### config.mk
export PLATFORM = sky130hd
export DESIGN_NAME = i2s_transmitter_flat
export DESIGN_NICKNAME = d
export VERILOG_FILES = /design/src/rtl/i2s_pkg.sv /design/src/rtl/i2s_transmitter_if.sv /design/src/rtl/i2s_bclk_gen.sv /design/src/rtl/i2s_transmitter.sv /design/src/flat_wrapper.sv
export SDC_FILE = /design/constraint.sdc
export NUM_CORES = 1
export LEC_CHECK = 0
export CAP_MARGIN = 0
export CORE_MARGIN = 5
export CORE_UTILIZATION = 40
export CTS_BUF_LIST = sky130_fd_sc_hd__clkbuf_2
export DETAILED_ROUTE_END_ITERATION = 12
export SKIP_CTS_REPAIR_TIMING = 1
export SYNTH_ARGS = -nofsm -noshare
export SYNTH_HDL_FRONTEND = slang
export SYNTH_SLANG_ARGS = --single-unit
### constraint.sdc
create_clock -name clk_in -period 2.7 [get_ports clk_in]
set_input_delay 0.405 -clock clk_in [delete_from_list [all_inputs] [get_ports clk_in]]
set_output_delay 0.405 -clock clk_in [all_outputs]
set_load 0.1 [all_outputs]
### src/rtl/i2s_pkg.sv
// Shared I2S definitions: frame geometry, slot ranges and the per-slot bit selector.
package i2s_pkg;

    localparam int unsigned SAMPLE_W    = 16;
    localparam int unsigned SLOT_BITS   = 32;
    localparam int unsigned FRAME_SLOTS = 64;
    localparam int unsigned SLOT_W      = $clog2(FRAME_SLOTS);
    localparam int unsigned BIT_W       = $clog2(SAMPLE_W);

    localparam logic [SLOT_W-1:0] LEFT_FIRST  = SLOT_W'(1);
    localparam logic [SLOT_W-1:0] LEFT_LAST   = SLOT_W'(1 + SAMPLE_W - 1);
    localparam logic [SLOT_W-1:0] RIGHT_FIRST = SLOT_W'(SLOT_BITS + 1);
    localparam logic [SLOT_W-1:0] RIGHT_LAST  = SLOT_W'(SLOT_BITS + SAMPLE_W);

    typedef logic signed [SAMPLE_W-1:0] sample_t;

    typedef struct packed {
        sample_t left;
        sample_t right;
    } sample_pair_t;

    // Bit driven during slot n: MSB one slot after each LRCLK edge, zero padding elsewhere.
    function automatic logic frame_bit(sample_pair_t f, logic [SLOT_W-1:0] n);
        logic [BIT_W-1:0] idx;
        frame_bit = 1'b0;
        idx       = '0;
        if (n >= LEFT_FIRST && n <= LEFT_LAST) begin
            idx       = BIT_W'(n - LEFT_FIRST);
            frame_bit = f.left[~idx];
        end else if (n >= RIGHT_FIRST && n <= RIGHT_LAST) begin
            idx       = BIT_W'(n - RIGHT_FIRST);
            frame_bit = f.right[~idx];
        end
    endfunction

endpackage

### src/rtl/i2s_transmitter_if.sv
// Sample-side bus between the audio source (master) and the I2S transmitter (slave).
interface i2s_transmitter_if;
    import i2s_pkg::*;

    sample_t left_sample;
    sample_t right_sample;
    logic    sample_valid;
    logic    sample_req;
    logic    underrun;

    modport master (
        output left_sample, right_sample, sample_valid,
        input  sample_req, underrun
    );

    modport slave (
        input  left_sample, right_sample, sample_valid,
        output sample_req, underrun
    );
endinterface

### src/rtl/i2s_bclk_gen.sv
// Bit-clock divider and 64-slot counter; shareable with the I2S receiver.
// BCLK_DIV must be even and >= 4.
module i2s_bclk_gen
    import i2s_pkg::*;
#(
    parameter int unsigned BCLK_DIV = 24
) (
    input  logic              clk_in,
    input  logic              rst_in,
    output logic              bclk_o,
    output logic              fall_o,
    output logic [SLOT_W-1:0] slot_o,
    output logic [SLOT_W-1:0] slot_next_o
);

    localparam int unsigned HALF  = BCLK_DIV / 2;
    localparam int unsigned CNT_W = (HALF > 1) ? $clog2(HALF) : 1;

    logic [CNT_W-1:0]  div_cnt_q, div_cnt_d;
    logic              bclk_q, bclk_d;
    logic [SLOT_W-1:0] slot_q, slot_d;
    logic              wrap;

    assign wrap        = (div_cnt_q == CNT_W'(HALF - 1));
    assign fall_o      = wrap & bclk_q;
    assign bclk_o      = bclk_q;
    assign slot_o      = slot_q;
    assign slot_next_o = slot_q + 1'b1;

    // Next-state: divider wrap toggles BCLK; slot advances on the 1->0 transition.
    always_comb begin
        div_cnt_d = wrap ? '0 : div_cnt_q + 1'b1;
        bclk_d    = wrap ? ~bclk_q : bclk_q;
        slot_d    = fall_o ? slot_next_o : slot_q;
    end

    // State registers; slot starts at 63 so the first falling edge lands on slot 0.
    always_ff @(posedge clk_in or negedge rst_in) begin
        if (!rst_in) begin
            div_cnt_q <= '0;
            bclk_q    <= 1'b0;
            slot_q    <= '1;
        end else begin
            div_cnt_q <= div_cnt_d;
            bclk_q    <= bclk_d;
            slot_q    <= slot_d;
        end
    end

endmodule

### src/rtl/i2s_transmitter.sv
// I2S master transmitter: double-buffered 16-bit stereo, 32-bit slots, MSB first.
module i2s_transmitter
    import i2s_pkg::*;
#(
    parameter int unsigned BCLK_DIV           = 24,
    parameter bit          REPEAT_ON_UNDERRUN = 1'b1
) (
    input  logic               clk_in,
    input  logic               rst_in,
    i2s_transmitter_if.slave   smp,
    output logic               i2s_bclk_out,
    output logic               i2s_lrclk_out,
    output logic               i2s_data_out
);

    logic              fall;
    logic [SLOT_W-1:0] slot_cur;
    logic [SLOT_W-1:0] slot_next;
    logic              load;

    sample_pair_t hold_q, hold_d;
    sample_pair_t frame_q, frame_d;
    logic         pending_q, pending_d;
    logic         lrclk_q, lrclk_d;
    logic         data_q, data_d;
    logic         req_q, req_d;
    logic         underrun_q, underrun_d;

    i2s_bclk_gen #(
        .BCLK_DIV (BCLK_DIV)
    ) u_bclk_gen (
        .clk_in      (clk_in),
        .rst_in      (rst_in),
        .bclk_o      (i2s_bclk_out),
        .fall_o      (fall),
        .slot_o      (slot_cur),
        .slot_next_o (slot_next)
    );

    // Frame load happens on the falling edge that enters slot 0.
    assign load = fall && (slot_next == '0);

    // Next-state: serializer outputs, frame load and holding capture.
    always_comb begin
        hold_d     = hold_q;
        frame_d    = frame_q;
        pending_d  = pending_q;
        lrclk_d    = lrclk_q;
        data_d     = data_q;
        req_d      = 1'b0;
        underrun_d = 1'b0;

        if (fall) begin
            lrclk_d = slot_next[SLOT_W-1];
            // Slot 0 is always pad, so the outgoing frame is safe to use here.
            data_d  = frame_bit(frame_q, slot_next);
        end

        if (load) begin
            req_d     = 1'b1;
            pending_d = 1'b0;
            if (pending_q) begin
                frame_d = hold_q;
            end else begin
                underrun_d = 1'b1;
                frame_d    = REPEAT_ON_UNDERRUN ? hold_q : '0;
            end
        end

        // A strobe in the load cycle lands in holding for the following frame.
        if (smp.sample_valid) begin
            hold_d.left  = smp.left_sample;
            hold_d.right = smp.right_sample;
            pending_d    = 1'b1;
        end
    end

    // State registers; reset aborts any word in flight.
    always_ff @(posedge clk_in or negedge rst_in) begin
        if (!rst_in) begin
            hold_q     <= '0;
            frame_q    <= '0;
            pending_q  <= 1'b0;
            lrclk_q    <= 1'b0;
            data_q     <= 1'b0;
            req_q      <= 1'b0;
            underrun_q <= 1'b0;
        end else begin
            hold_q     <= hold_d;
            frame_q    <= frame_d;
            pending_q  <= pending_d;
            lrclk_q    <= lrclk_d;
            data_q     <= data_d;
            req_q      <= req_d;
            underrun_q <= underrun_d;
        end
    end

    assign i2s_lrclk_out  = lrclk_q;
    assign i2s_data_out   = data_q;
    assign smp.sample_req = req_q;
    assign smp.underrun   = underrun_q;

endmodule
### src/flat_wrapper.sv
// flat-port wrapper written by rule: the top's interface ports become plain ports
module i2s_transmitter_flat import i2s_pkg::*;
#(
    parameter int unsigned BCLK_DIV           = 24,
    parameter bit          REPEAT_ON_UNDERRUN = 1'b1
)
  (clk_in, rst_in, i2s_bclk_out, i2s_lrclk_out, i2s_data_out, smp_left_sample, smp_right_sample, smp_sample_valid, smp_sample_req, smp_underrun);
  i2s_transmitter_if smp_i ();
  input  logic clk_in;
  input  logic rst_in;
  output logic i2s_bclk_out;
  output logic i2s_lrclk_out;
  output logic i2s_data_out;
  input wire logic [$bits(smp_i.left_sample)-1:0] smp_left_sample;
  input wire logic [$bits(smp_i.right_sample)-1:0] smp_right_sample;
  input wire logic [$bits(smp_i.sample_valid)-1:0] smp_sample_valid;
  output wire logic [$bits(smp_i.sample_req)-1:0] smp_sample_req;
  output wire logic [$bits(smp_i.underrun)-1:0] smp_underrun;
  assign smp_i.left_sample = smp_left_sample;
  assign smp_i.right_sample = smp_right_sample;
  assign smp_i.sample_valid = smp_sample_valid;
  assign smp_sample_req = smp_i.sample_req;
  assign smp_underrun = smp_i.underrun;
  i2s_transmitter #(.BCLK_DIV(BCLK_DIV), .REPEAT_ON_UNDERRUN(REPEAT_ON_UNDERRUN)) u_core (.clk_in(clk_in), .rst_in(rst_in), .smp(smp_i), .i2s_bclk_out(i2s_bclk_out), .i2s_lrclk_out(i2s_lrclk_out), .i2s_data_out(i2s_data_out));
endmodule
# --- After elaboration in Yosys (flattened, before gate mapping) ---
# Index checks and enable logic that the tools add are counted.
classes:
  n_addsub: 4
  multipliers: 0
  div: 0
  n_lt_le_gt_ge: 6
  eq_ne: 1
  shift: 0
  n_mux: 12
  bitwise_logic: 4
  reduce_logical: 5
ops:
  columns: ["cell", "n"]
  rows:
  - ["$lt 4x5->1 const B", 2]
  - ["$mux 1", 9]
  - ["$bmux 1 s4", 2]
  - ["$not 4->4", 2]
  - ["$sub 4x1->4 const B", 2]
  - ["$add 6x1->6 const B", 1]
  - ["$ge 6x1->1 const B", 1]
  - ["$ge 6x6->1 const B", 1]
  - ["$le 6x5->1 const B", 1]
  - ["$le 6x6->1 const B", 1]
  - ["$logic_not 6->1", 1]
  - ["$add 4x1->4 const B", 1]
  - ["$eq 4x4->1 const B", 1]
  - ["$mux 4", 1]
  - ["$logic_and 1x1->1", 3]
  - ["$reduce_bool 2->1", 1]
  - ["$and 1x1->1", 1]
  - ["$not 1->1", 1]
word_totals:
  ff_bits: 80
  latchBits: 0
  ram_bits: 0
  romBits: 0
  in_bits: 35
  output_inout_bits: 5
  elab_cells: 44
  memories: 0

# --- Longest topological paths before layout ---
# Gate-level depths: netlist of the first run.
depth:
  depth_word: 7
  ltp_mapped: 10
  depth_no_buf: 8

# --- Cells and area by module ---
# Synthesis of the first run repeated with hierarchy kept, for this count alone.
hier_totals:
  hier_cells: 292
  area_unflattened_um2: 3449.6
by_module_without_submodules:
  columns: ["module", "n_inst", "cells_each", "area_per_inst_um2", "seq_area_each_um2"]
  rows:
  - ["i2s_transmitter", 1, 246, 2906.5, 1726.7]
  - ["i2s_bclk_gen", 1, 46, 543.0, 282.8]

# --- Least setup slack after synthesis of the first run ---
# Ideal clock, no wire load.
synth_path:
  kind: "flip-flop to flip-flop"
  from: "reg u_core.u_bclk_gen.bclk_q, in the netlist u_core.u_bclk_gen.bclk_o"
  to: "reg u_core.frame_q[0] in the netlist's numbering"
  setup_ns: 0.125
  arrival_ns: 2.336
  required_ns: 2.575
  path_slack_ns: 0.239
  path_stages_with_launch: 8
  path_buffers: 3
  period_less_slack_ns: 2.461
  cell_sequence: "dfrtp_1 > and2_4 > buf_8 > nand2b_2 > or3_1 > buf_6 > buf_12 > mux2_4"
synth_between:
  elab_chain_cells: 2
synth_rtl:
  columns: ["item", "line_no", "text"]
  rows:
  - ["start, declared", "i2s_bclk_gen.sv:20", "logic bclk_q, bclk_d;"]
  - ["start signal, assigned", "i2s_bclk_gen.sv:45", "bclk_q <= bclk_d;"]
  - ["$and 1x1->1", "i2s_bclk_gen.sv:25", "assign fall_o = wrap & bclk_q;"]
  - ["$logic_and 1x1->1", "i2s_transmitter.sv:41", "assign load = fall && (slot_next == '0);"]
  - ["end signal, assigned", "i2s_transmitter.sv:90", "frame_q <= frame_d;"]
  - ["end, declared", "i2s_transmitter.sv:22", "sample_pair_t frame_q, frame_d;"]
# No other way between the ends.
# A chain may end at the register's enable or synchronous reset.

# --- Worst setup path after layout of the first run ---
layout_path:
  from: "reg u_core.u_bclk_gen.slot_q[0], in the netlist u_core.u_bclk_gen.slot_o[0]"
  to: "reg u_core.frame_q[29] in the netlist's numbering"
layout_between:
  elab_chain_cells: 3
layout_rtl:
  columns: ["item", "line_no", "text"]
  rows:
  - ["start, declared", "i2s_bclk_gen.sv:21", "logic [SLOT_W-1:0] slot_q, slot_d;"]
  - ["start signal, assigned", "i2s_bclk_gen.sv:46", "slot_q <= slot_d;"]
  - ["$add 6x1->6", "i2s_bclk_gen.sv:28", "assign slot_next_o = slot_q + 1'b1;"]
  - ["$logic_not 6->1", "i2s_transmitter.sv:41", null]
  - ["$logic_and 1x1->1", "i2s_transmitter.sv:41", null]
# No other way between the ends.

==> impl_metrics.json, run 1 <==
{
  "reg2reg_from": "u_core.u_bclk_gen.slot_o[0]$_DFFE_PN1P_",
  "tightest_slew_ns": 0.9924,
  "htreeDepth": 3,
  "gr-total-overflow": 0,
  "critical_path.max_fanout": 17,
  "yosys_register_bits": 80,
  "die_h_um": 105.4,
  "crit_required_ns": 3.12,
  "grt_max_degree": 81,
  "drt_iter0_markers": 80,
  "fin_skew_ns": 0.02965,
  "power_density_nw_per_um2": 524.9,
  "peakVddDrop_v": 0.0002482,
  "async_flop_share": 1.000,
  "antenna_found_initial": 0,
  "fin_tns_setup_ns": 0,
  "cts-root-buf": "clkbuf_2",
  "synthCells": 239,
  "grt_pass1_wl_um": 9853,
  "multiInputGateArea_um2": 1498,
  "avgSynthCellArea_um2": 15.24,
  "final_common_cell": "dfrtp_1",
  "num-fill-cells": 789,
  "routed_wl_um": 5847,
  "crit_arrival_ns": 2.91,
  "crit_type": "flip-flop to flip-flop",
  "drcViolationCount": 0,
  "avgRoutedWirePerCell_um": 14.80,
  "dr_total_vias": 1917,
  "status": "finished with violations",
  "initial_core_util": 0.4136,
  "syn_nets": 278,
  "worstSkewPairLatency_ns": 0.52,
  "r2r_cells": 7,
  "tritoncts": "built",
  "ys.flop_type": "dfrtp_1",
  "start_kind": "flip-flop",
  "drtPass1Iterations": 4,
  "via_per_inst": 4.853,
  "report.final.slew_viol_count": 0,
  "area_growth_pct": 16.83,
  "core_um2": 8806,
  "clk_pin_slew_ns": 0.23,
  "yosysSeqAreaShare": 0.5517,
  "violations": "hold timing",
  "finalCritPeriodShare": 0.9232,
  "holdWs_ns": -0.005397,
  "finalSetupViolCount": 0,
  "register_area_um2": 2009,
  "hold_class": "input port to async pin",
  "clock_path_buffers": 2,
  "finalHoldViolCount": 2,
  "synth-edff-count": 0,
  "most-common-layout-cells": "dfrtp_1 (74), mux2_2 (37), clkdlybuf4s50_1 (33)",
  "track_usage": 0.1124,
  "n_antenna_cell": 0,
  "hpwl_um": 3933,
  "syn_area_um2": 3642,
  "rsz0062_at_grt": "false",
  "io_buffer_count": 39,
  "fin_total_pwr_mw": 2.234,
  "max_slew_margin": 0.3384,
  "postRouteAntennaNets": 0,
  "rows": 34,
  "period_needed_ns": 2.493,
  "power_leakage_nw": 1.973,
  "die_area_um2": 11110,
  "fp.dieW_um": 105.4,
  "end_kind": "flip-flop",
  "place.gp.congestion": 0.8155,
  "cts_inserted_buffers": 9,
  "cts_num_sinks": 80,
  "r2r_end": "u_core.frame_q[29]$_DFFE_PN0P_",
  "drive_above_1_share": 0.3972,
  "yosys_warnings": 0,
  "r2r_slack_ns": 0.21,
  "grt_pass1_vias": 1996,
  "finish.utilization": 0.4832,
  "final_nets": 321,
  "ios": 40,
  "max_clock_freq_mhz": 401.2,
  "cap_violations": 0,
  "synthDistinctLibCells": 38
}
## synthesized netlist by cell type, types with 2 or more instances
| library cell | instances | area, um2 |
|---|---|---|
| o21ai_0 | 3 | 15.01 |
| mux2_2 | 37 | 416.7 |
| mux2i_1 | 5 | 50.05 |
| ha_1 | 4 | 50.05 |
| mux2_4 | 29 | 435.4 |
| dfstp_2 | 6 | 157.7 |
| dfrtp_1 | 74 | 1852 |
| buf_12 | 3 | 60.06 |
| clkbuf_1 | 4 | 15.01 |
| or3_1 | 2 | 12.51 |
| nor3_1 | 2 | 10.01 |
| xor2_1 | 4 | 35.03 |
| inv_1 | 4 | 15.01 |
| buf_2 | 3 | 15.01 |
| nand2_1 | 10 | 37.54 |
| nand2b_1 | 2 | 12.51 |
| xnor2_1 | 4 | 35.03 |
| nor2_1 | 11 | 41.29 |
| o21ai_1 | 2 | 10.01 |
| nand3_1 | 3 | 15.01 |
| mux4_2 | 8 | 180.2 |
| a21o_1 | 3 | 22.52 |
## layer usage
layer	wire length [um]	vias to the layer above	GRT usage
met5	0	-	0
met4	110	0	0.04686
met3	205	10	0.04340
met2	2544	32	0.1566
met1	2987	947	0.1562
li1	-	928	-
## power breakdown
part           internal (mW)  total, mW  leakage, nW  switching, mW
registers               1.25       1.27         1.01         0.0255
clock network          0.401      0.827       0.0937          0.425
logic                 0.0865      0.134        0.865         0.0472
total                   1.74       2.23         1.97          0.498
## metrics by stage
stage	area, um2	setup WS, ns	instances
2_1_floorplan	3642	0.2389	239
3_3_place_gp	4088	0.1779	379
3_5_place_dp	4088	0.1778	379
4_1_cts	4253	0.1215	395
5_1_grt	4255	0.02274	395
6_report	4255	0.2073	395
## how the worst max path moves through the flow
stage / from / to / slack (ns) / cells past startpoint
finish: u_core.u_bclk_gen.slot_o[0]$_DFFE_PN1P_ / u_core.frame_q[29]$_DFFE_PN0P_ / 0.21 / 7
global route: u_core.u_bclk_gen.slot_o[0]$_DFFE_PN1P_ / u_core.frame_q[17]$_DFFE_PN0P_ / 0.02 / 7
CTS: u_core.u_bclk_gen.slot_o[0]$_DFFE_PN1P_ / u_core.i2s_data_out$_DFFE_PN0P_ / 0.12 / 7
detailed placement: u_core.u_bclk_gen.slot_o[0]$_DFFE_PN1P_ / u_core.i2s_data_out$_DFFE_PN0P_ / 0.18 / 7
global placement: u_core.u_bclk_gen.slot_o[0]$_DFFE_PN1P_ / u_core.i2s_data_out$_DFFE_PN0P_ / 0.18 / 7
floorplan: u_core.u_bclk_gen.bclk_o$_DFFE_PN0N_ / u_core.frame_q[0]$_DFFE_PN0P_ / 0.24 / 7
## final cells by class
cell class / count / share of cell area
Clock buffer: 9 / 0.01059
Clock inverter: 7 / 0.02823
Inverter: 4 / 0.003528
Multi-Input combinational cell: 142 / 0.3520
Sequential cell: 80 / 0.4722
Tap cell: 108 / 0.03176
Timing Repair Buffer: 45 / 0.1017
## sequential cells by signal, indices dropped and copies added (netlist names)
name	cells
u_core.i2s_data_out	1
u_core.frame_q	32
u_core.u_bclk_gen.bclk_o	1
u_core.u_bclk_gen.div_cnt_q	4
u_core.hold_q	32
u_core.smp.sample_req	1
u_core.i2s_lrclk_out	1
u_core.u_bclk_gen.slot_o	6
u_core.pending_q	1
u_core.smp.underrun	1
## logic make-up (layout without fill, tap and decap cells)
group                    after synthesis  in the layout  share of synthesized area
buffers and inverters                 17             65                    0.03813
flip-flops                            80             80                     0.5517
XOR/XNOR                               8              8                    0.01924
AO/OA/AOI/OAI                         13             13                    0.02473
multiplexers                          79             79                     0.2971
AND/OR/NAND/NOR                       38             38                    0.05531
adder cells (fa/ha/maj)                4              4                    0.01374
## worst max-delay path, cell delays in order, from the launching register on
cell and delay (ns):
dfstp_2 0.65, ha_1 0.29, nand2_1 0.08, a21oi_1 0.17, o21ai_1 0.14, or3_2 0.48, buf_4 0.25, mux2_4 0.32
Power figures use the tool's default switching activity.
==> inputs of run 2 (changes only) <==
Clock period 2.7 ns to 3.2 ns, I/O delays scaled along.
==> impl_metrics.json, run 2 (synthesized netlist as in run 1, its figures left out) <==
{
  "die_h_um": 105.4,
  "path_buf_inv": 1,
  "final_common_cell": "dfrtp_1",
  "critPathSlowestCell": "dfstp_2",
  "crit_arrival_ns": 3.18,
  "postRouteAntennaNets": 0,
  "grt_max_degree": 81,
  "placed_area_um2": 4053,
  "most-common-layout-cells": "dfrtp_1 (74), mux2_2 (37), clkdlybuf4s50_1 (33)",
  "tritoncts": "built",
  "die_area_um2": 11110,
  "period_needed_ns": 2.782,
  "ios": 40,
  "finish.utilization": 0.4763,
  "cts_num_sinks": 80,
  "power_density_nw_per_um2": 427.3,
  "fin_skew_ns": 0.02130,
  "fin_tns_setup_ns": 0,
  "cts-root-buf": "clkbuf_2",
  "track_usage": 0.1134,
  "rsz0062_at_grt": "false",
  "rows": 34,
  "final_nets": 318,
  "report.final.slew_viol_count": 0,
  "crit_family": "multiplexers",
  "start_kind": "flip-flop",
  "drt_iter0_markers": 52,
  "htreeDepth": 3,
  "startpoint": "u_core.u_bclk_gen.slot_o[0]$_DFFE_PN1P_",
  "place.gp.congestion": 0.8532,
  "cap_violations": 0,
  "tightest_slew_ns": 0.9725,
  "area_growth_pct": 15.15,
  "drcViolationCount": 0,
  "peakVddDrop_v": 0.0001888,
  "drtPass1Iterations": 4,
  "num-fill-cells": 820,
  "io_buffer_count": 39,
  "max_clock_freq_mhz": 359.5,
  "crit_top_cell": "mux2i_1",
  "critical_path.max_fanout": 14,
  "cp_slowest_stage_delay_ns": 0.75,
  "grt_pass1_vias": 2086,
  "end_kind": "flip-flop",
  "power_leakage_nw": 1.935,
  "r2r_cells": 7,
  "gr-total-overflow": 0,
  "finalSetupViolCount": 0,
  "hold_class": "input port to async pin",
  "fp.dieW_um": 105.4,
  "avgRoutedWirePerCell_um": 14.78,
  "clock_path_buffers": 2,
  "reg2reg_from": "u_core.u_bclk_gen.slot_o[0]$_DFFE_PN1P_",
  "hpwl_um": 4030,
  "clk_pin_slew_ns": 0.20,
  "status": "finished, final reports clean",
  "antenna_found_initial": 0,
  "worstSkewPairLatency_ns": 0.51,
  "n_antenna_cell": 0,
  "crit_type": "flip-flop to flip-flop",
  "max_slew_margin": 0.3516,
  "initial_core_util": 0.4136,
  "final_cell_area_um2": 4194,
  "crit_chain": "inv_1 > ha_1 > mux4_2 > mux2i_1 > mux2i_1 > a41oi_1 > o21ai_1",
  "cp.depth": 7,
  "finalCritPeriodShare": 0.8692,
  "finalHoldViolCount": 0,
  "dr_total_vias": 1957,
  "crit_required_ns": 3.60,
  "via_per_inst": 4.992,
  "drive_above_1_share": 0.3873,
  "routed_wl_um": 5793,
  "cts_inserted_buffers": 9,
  "core_um2": 8806,
  "grt_pass1_wl_um": 10160
}
-- run 2: cell types whose count changed in the layout (fill, tap and decap cells not counted), sizes merged --
cell / delta
buf: -3
bufinv: -1
clkinv: -1
clkinvlp: +2
-- run 2: worst paths after layout --
path | end | slack (ns)
max | u_core.i2s_data_out$_DFFE_PN0P_ | 0.42
min | u_core.u_bclk_gen.div_cnt_q[2]$_DFF_PN0_ | 0.10
max in group asynchronous | u_core.frame_q[17]$_DFFE_PN0P_ | 2.48
min reg2reg | u_core.smp.underrun$_DFF_PN0_ | 0.45
max reg2reg | u_core.i2s_data_out$_DFFE_PN0P_ | 0.42
min in group clk_in | u_core.smp.underrun$_DFF_PN0_ | 0.45
-- run 2: through the flow --
stage               setup WS [ns]  power, mW  cells  hold WS [ns]
detailed placement         0.4141      1.210    376        0.4301
floorplan                  0.7389      1.135    239        0.1844
global route               0.1521      1.883    392        0.1438
finish                     0.4185      1.792    392        0.1016
CTS                        0.3919      1.825    392       0.09816
global placement           0.4946      1.207    376        0.4286
-- run 2: where the power goes --
part	internal (mW)	switching (mW)
logic	0.0730	0.0388
clock network	0.258	0.348
registers	1.05	0.0214
-- run 2: final cells by class --
| class | instances | area (um2) | area share |
|---|---|---|---|
| flip-flops and latches | 80 | 2009 | 0.4791 |
| multi-input cells | 142 | 1495 | 0.3565 |
| repair buffers | 42 | 397.9 | 0.09487 |
| well taps | 108 | 135.1 | 0.03222 |
| clock inverters | 7 | 96.34 | 0.02297 |
| clock buffers | 9 | 45.04 | 0.01074 |
| inverters | 4 | 15.01 | 0.003580 |
-- run 2: worst register-to-register path, stage by stage, from the launching register on --
cell and delay (ns):
dfstp_2 0.75, inv_1 0.15, ha_1 0.67, mux4_2 0.58, mux2i_1 0.15, mux2i_1 0.10, a41oi_1 0.21, o21ai_1 0.09
-- run 2: per-layer routing --
metal | up-vias | global-route usage | wire length [um]
met5 | - | 0 | 0
met4 | 0 | 0.05061 | 111
met3 | 9 | 0.02689 | 195
met2 | 39 | 0.1667 | 2713
met1 | 985 | 0.1596 | 2772
li1 | 924 | - | -
==> inputs of run 3 (changes only) <==
Settings changed: CORE_UTILIZATION 40 to 60, PLACE_DENSITY set to 0.84.
==> impl_metrics.json, run 3 (synthesized netlist as in run 1, its figures left out) <==
{
  "ios": 40,
  "place.gp.congestion": 0.8175,
  "drcViolationCount": 0,
  "track_usage": 0.1770,
  "die_h_um": 87.91,
  "tritoncts": "built",
  "clk_pin_slew_ns": 0.20,
  "rows": 28,
  "fin_tns_setup_ns": 0,
  "period_needed_ns": 2.866,
  "area_growth_pct": 12.88,
  "drive_above_1_share": 0.3746,
  "report.final.slew_viol_count": 0,
  "initial_core_util": 0.6152,
  "drt_iter0_markers": 95,
  "switching_share": 0.2249,
  "power_density_nw_per_um2": 409.7,
  "finalHoldViolCount": 0,
  "cp_slowest_stage_delay_ns": 0.74,
  "antenna_found_initial": 0,
  "power_leakage_nw": 1.921,
  "setup_ws_ns": 0.3345,
  "fin_total_pwr_mw": 1.684,
  "finalCritPeriodShare": 0.8955,
  "finalSetupViolCount": 0,
  "max_slew_margin": 0.3549,
  "p_sw_uw": 378.8,
  "gr-total-overflow": 0,
  "crit_arrival_ns": 3.26,
  "cts_inserted_buffers": 9,
  "die_area_um2": 7728,
  "routed_wl_um": 5931,
  "max_clock_freq_mhz": 349.0,
  "dr_total_vias": 1981,
  "path_buf_inv": 1,
  "grt_pass1_vias": 2124,
  "rsz0062_at_grt": "false",
  "end_kind": "flip-flop",
  "postRouteAntennaNets": 0,
  "io_buffer_count": 39,
  "fp.dieW_um": 87.91,
  "htreeDepth": 3,
  "crit_required_ns": 3.60,
  "grt_max_degree": 81,
  "place_inst": 342,
  "final_common_cell": "dfrtp_1",
  "power.internal_mw": 1.305,
  "hpwl_um": 4148,
  "drtPass1Iterations": 4,
  "combPwrFrac": 0.067,
  "peakVddDrop_v": 0.0003725,
  "grt_pass1_wl_um": 10290,
  "cts_num_sinks": 80,
  "clock_path_buffers": 2,
  "start_kind": "flip-flop",
  "critical_path.max_fanout": 14,
  "via_per_inst": 5.534,
  "hold_class": "input port to async pin",
  "fin_skew_ns": 0.02561,
  "crit_type": "flip-flop to flip-flop",
  "tightest_slew_ns": 0.9647,
  "n_antenna_cell": 0,
  "p_seq_frac": 0.637,
  "crit_family": "flip-flops",
  "stdcell_count": 358,
  "most-common-layout-cells": "dfrtp_1 (74), mux2_2 (37), clkdlybuf4s50_1 (35)",
  "avgRoutedWirePerCell_um": 16.57,
  "cts-root-buf": "clkbuf_2",
  "critPathSlowestCell": "dfstp_2",
  "worstSkewPairLatency_ns": 0.49,
  "pre_cts_ws_ns": 0.3685,
  "core_um2": 5921,
  "final_nets": 317,
  "cap_violations": 0,
  "num-fill-cells": 414,
  "status": "finished, final reports clean",
  "clkPwrFrac": 0.296,
  "crit_chain": "inv_1 > ha_1 > or3_1 > a21o_1 > o211ai_2 > mux2i_1 > mux2_2 > o21ai_1"
}
## run 3: worst reg2reg max path: stages (launching register included)
cell	delay [ns]
dfstp_2	0.74
inv_1	0.17
ha_1	0.56
or3_1	0.43
a21o_1	0.20
o211ai_2	0.13
mux2i_1	0.29
mux2_2	0.20
o21ai_1	0.06
## run 3: path summary, 6_finish.rpt
check                                                          from  cells after the start                                  endpoint  slack (ns)
max                         u_core.u_bclk_gen.slot_o[0]$_DFFE_PN1P_                      8           u_core.i2s_data_out$_DFFE_PN0P_        0.33
min reg2reg                u_core.u_bclk_gen.div_cnt_q[0]$_DFF_PN0_                      1  u_core.u_bclk_gen.div_cnt_q[0]$_DFF_PN0_        0.47
max reg2reg                 u_core.u_bclk_gen.slot_o[0]$_DFFE_PN1P_                      8           u_core.i2s_data_out$_DFFE_PN0P_        0.33
min                                                          rst_in                      1  u_core.u_bclk_gen.div_cnt_q[3]$_DFF_PN0_        0.11
max in group asynchronous                                    rst_in                      1             u_core.frame_q[3]$_DFFE_PN0P_        2.47
min in group clk_in        u_core.u_bclk_gen.div_cnt_q[0]$_DFF_PN0_                      1  u_core.u_bclk_gen.div_cnt_q[0]$_DFF_PN0_        0.47
## run 3: power by group through the flow
stage | combinational (mW) | sequential [mW] | clock [mW]
after floorplan | 0.0502 | 1.08 | 0
after global placement | 0.112 | 1.09 | 0
after detailed placement | 0.115 | 1.09 | 0
after CTS | 0.115 | 1.07 | 0.518
after global routing | 0.124 | 1.08 | 0.563
final | 0.112 | 1.07 | 0.499
## run 3: metrics by stage
step	cell area (um2)	utilization	hold slack, ns
2_1_floorplan	3642	-	0.1844
3_3_place_gp	4009	0.6771	0.4474
5_1_grt	4111	0.6944	0.1546
6_report	4111	0.6944	0.1073
4_1_cts	4111	0.6944	0.1133
3_5_place_dp	4009	0.6771	0.4490
## run 3: cell type report
| cell class | count | area, um2 | area share |
|---|---|---|---|
| timing repair buffer | 41 | 395.4 | 0.09617 |
| inverter | 4 | 15.01 | 0.003652 |
| clock inverter | 5 | 47.55 | 0.01156 |
| sequential | 80 | 2009 | 0.4887 |
| multi-input combinational | 142 | 1495 | 0.3637 |
| clock buffer | 11 | 55.05 | 0.01339 |
| tap | 75 | 93.84 | 0.02282 |
## run 3: metal layers
layer	global-route usage	wire, um	up-vias
li1	-	-	936
met1	0.2345	2661	1000
met2	0.2815	2935	34
met3	0.03763	203	11
met4	0.08089	132	0
met5	0	0	-
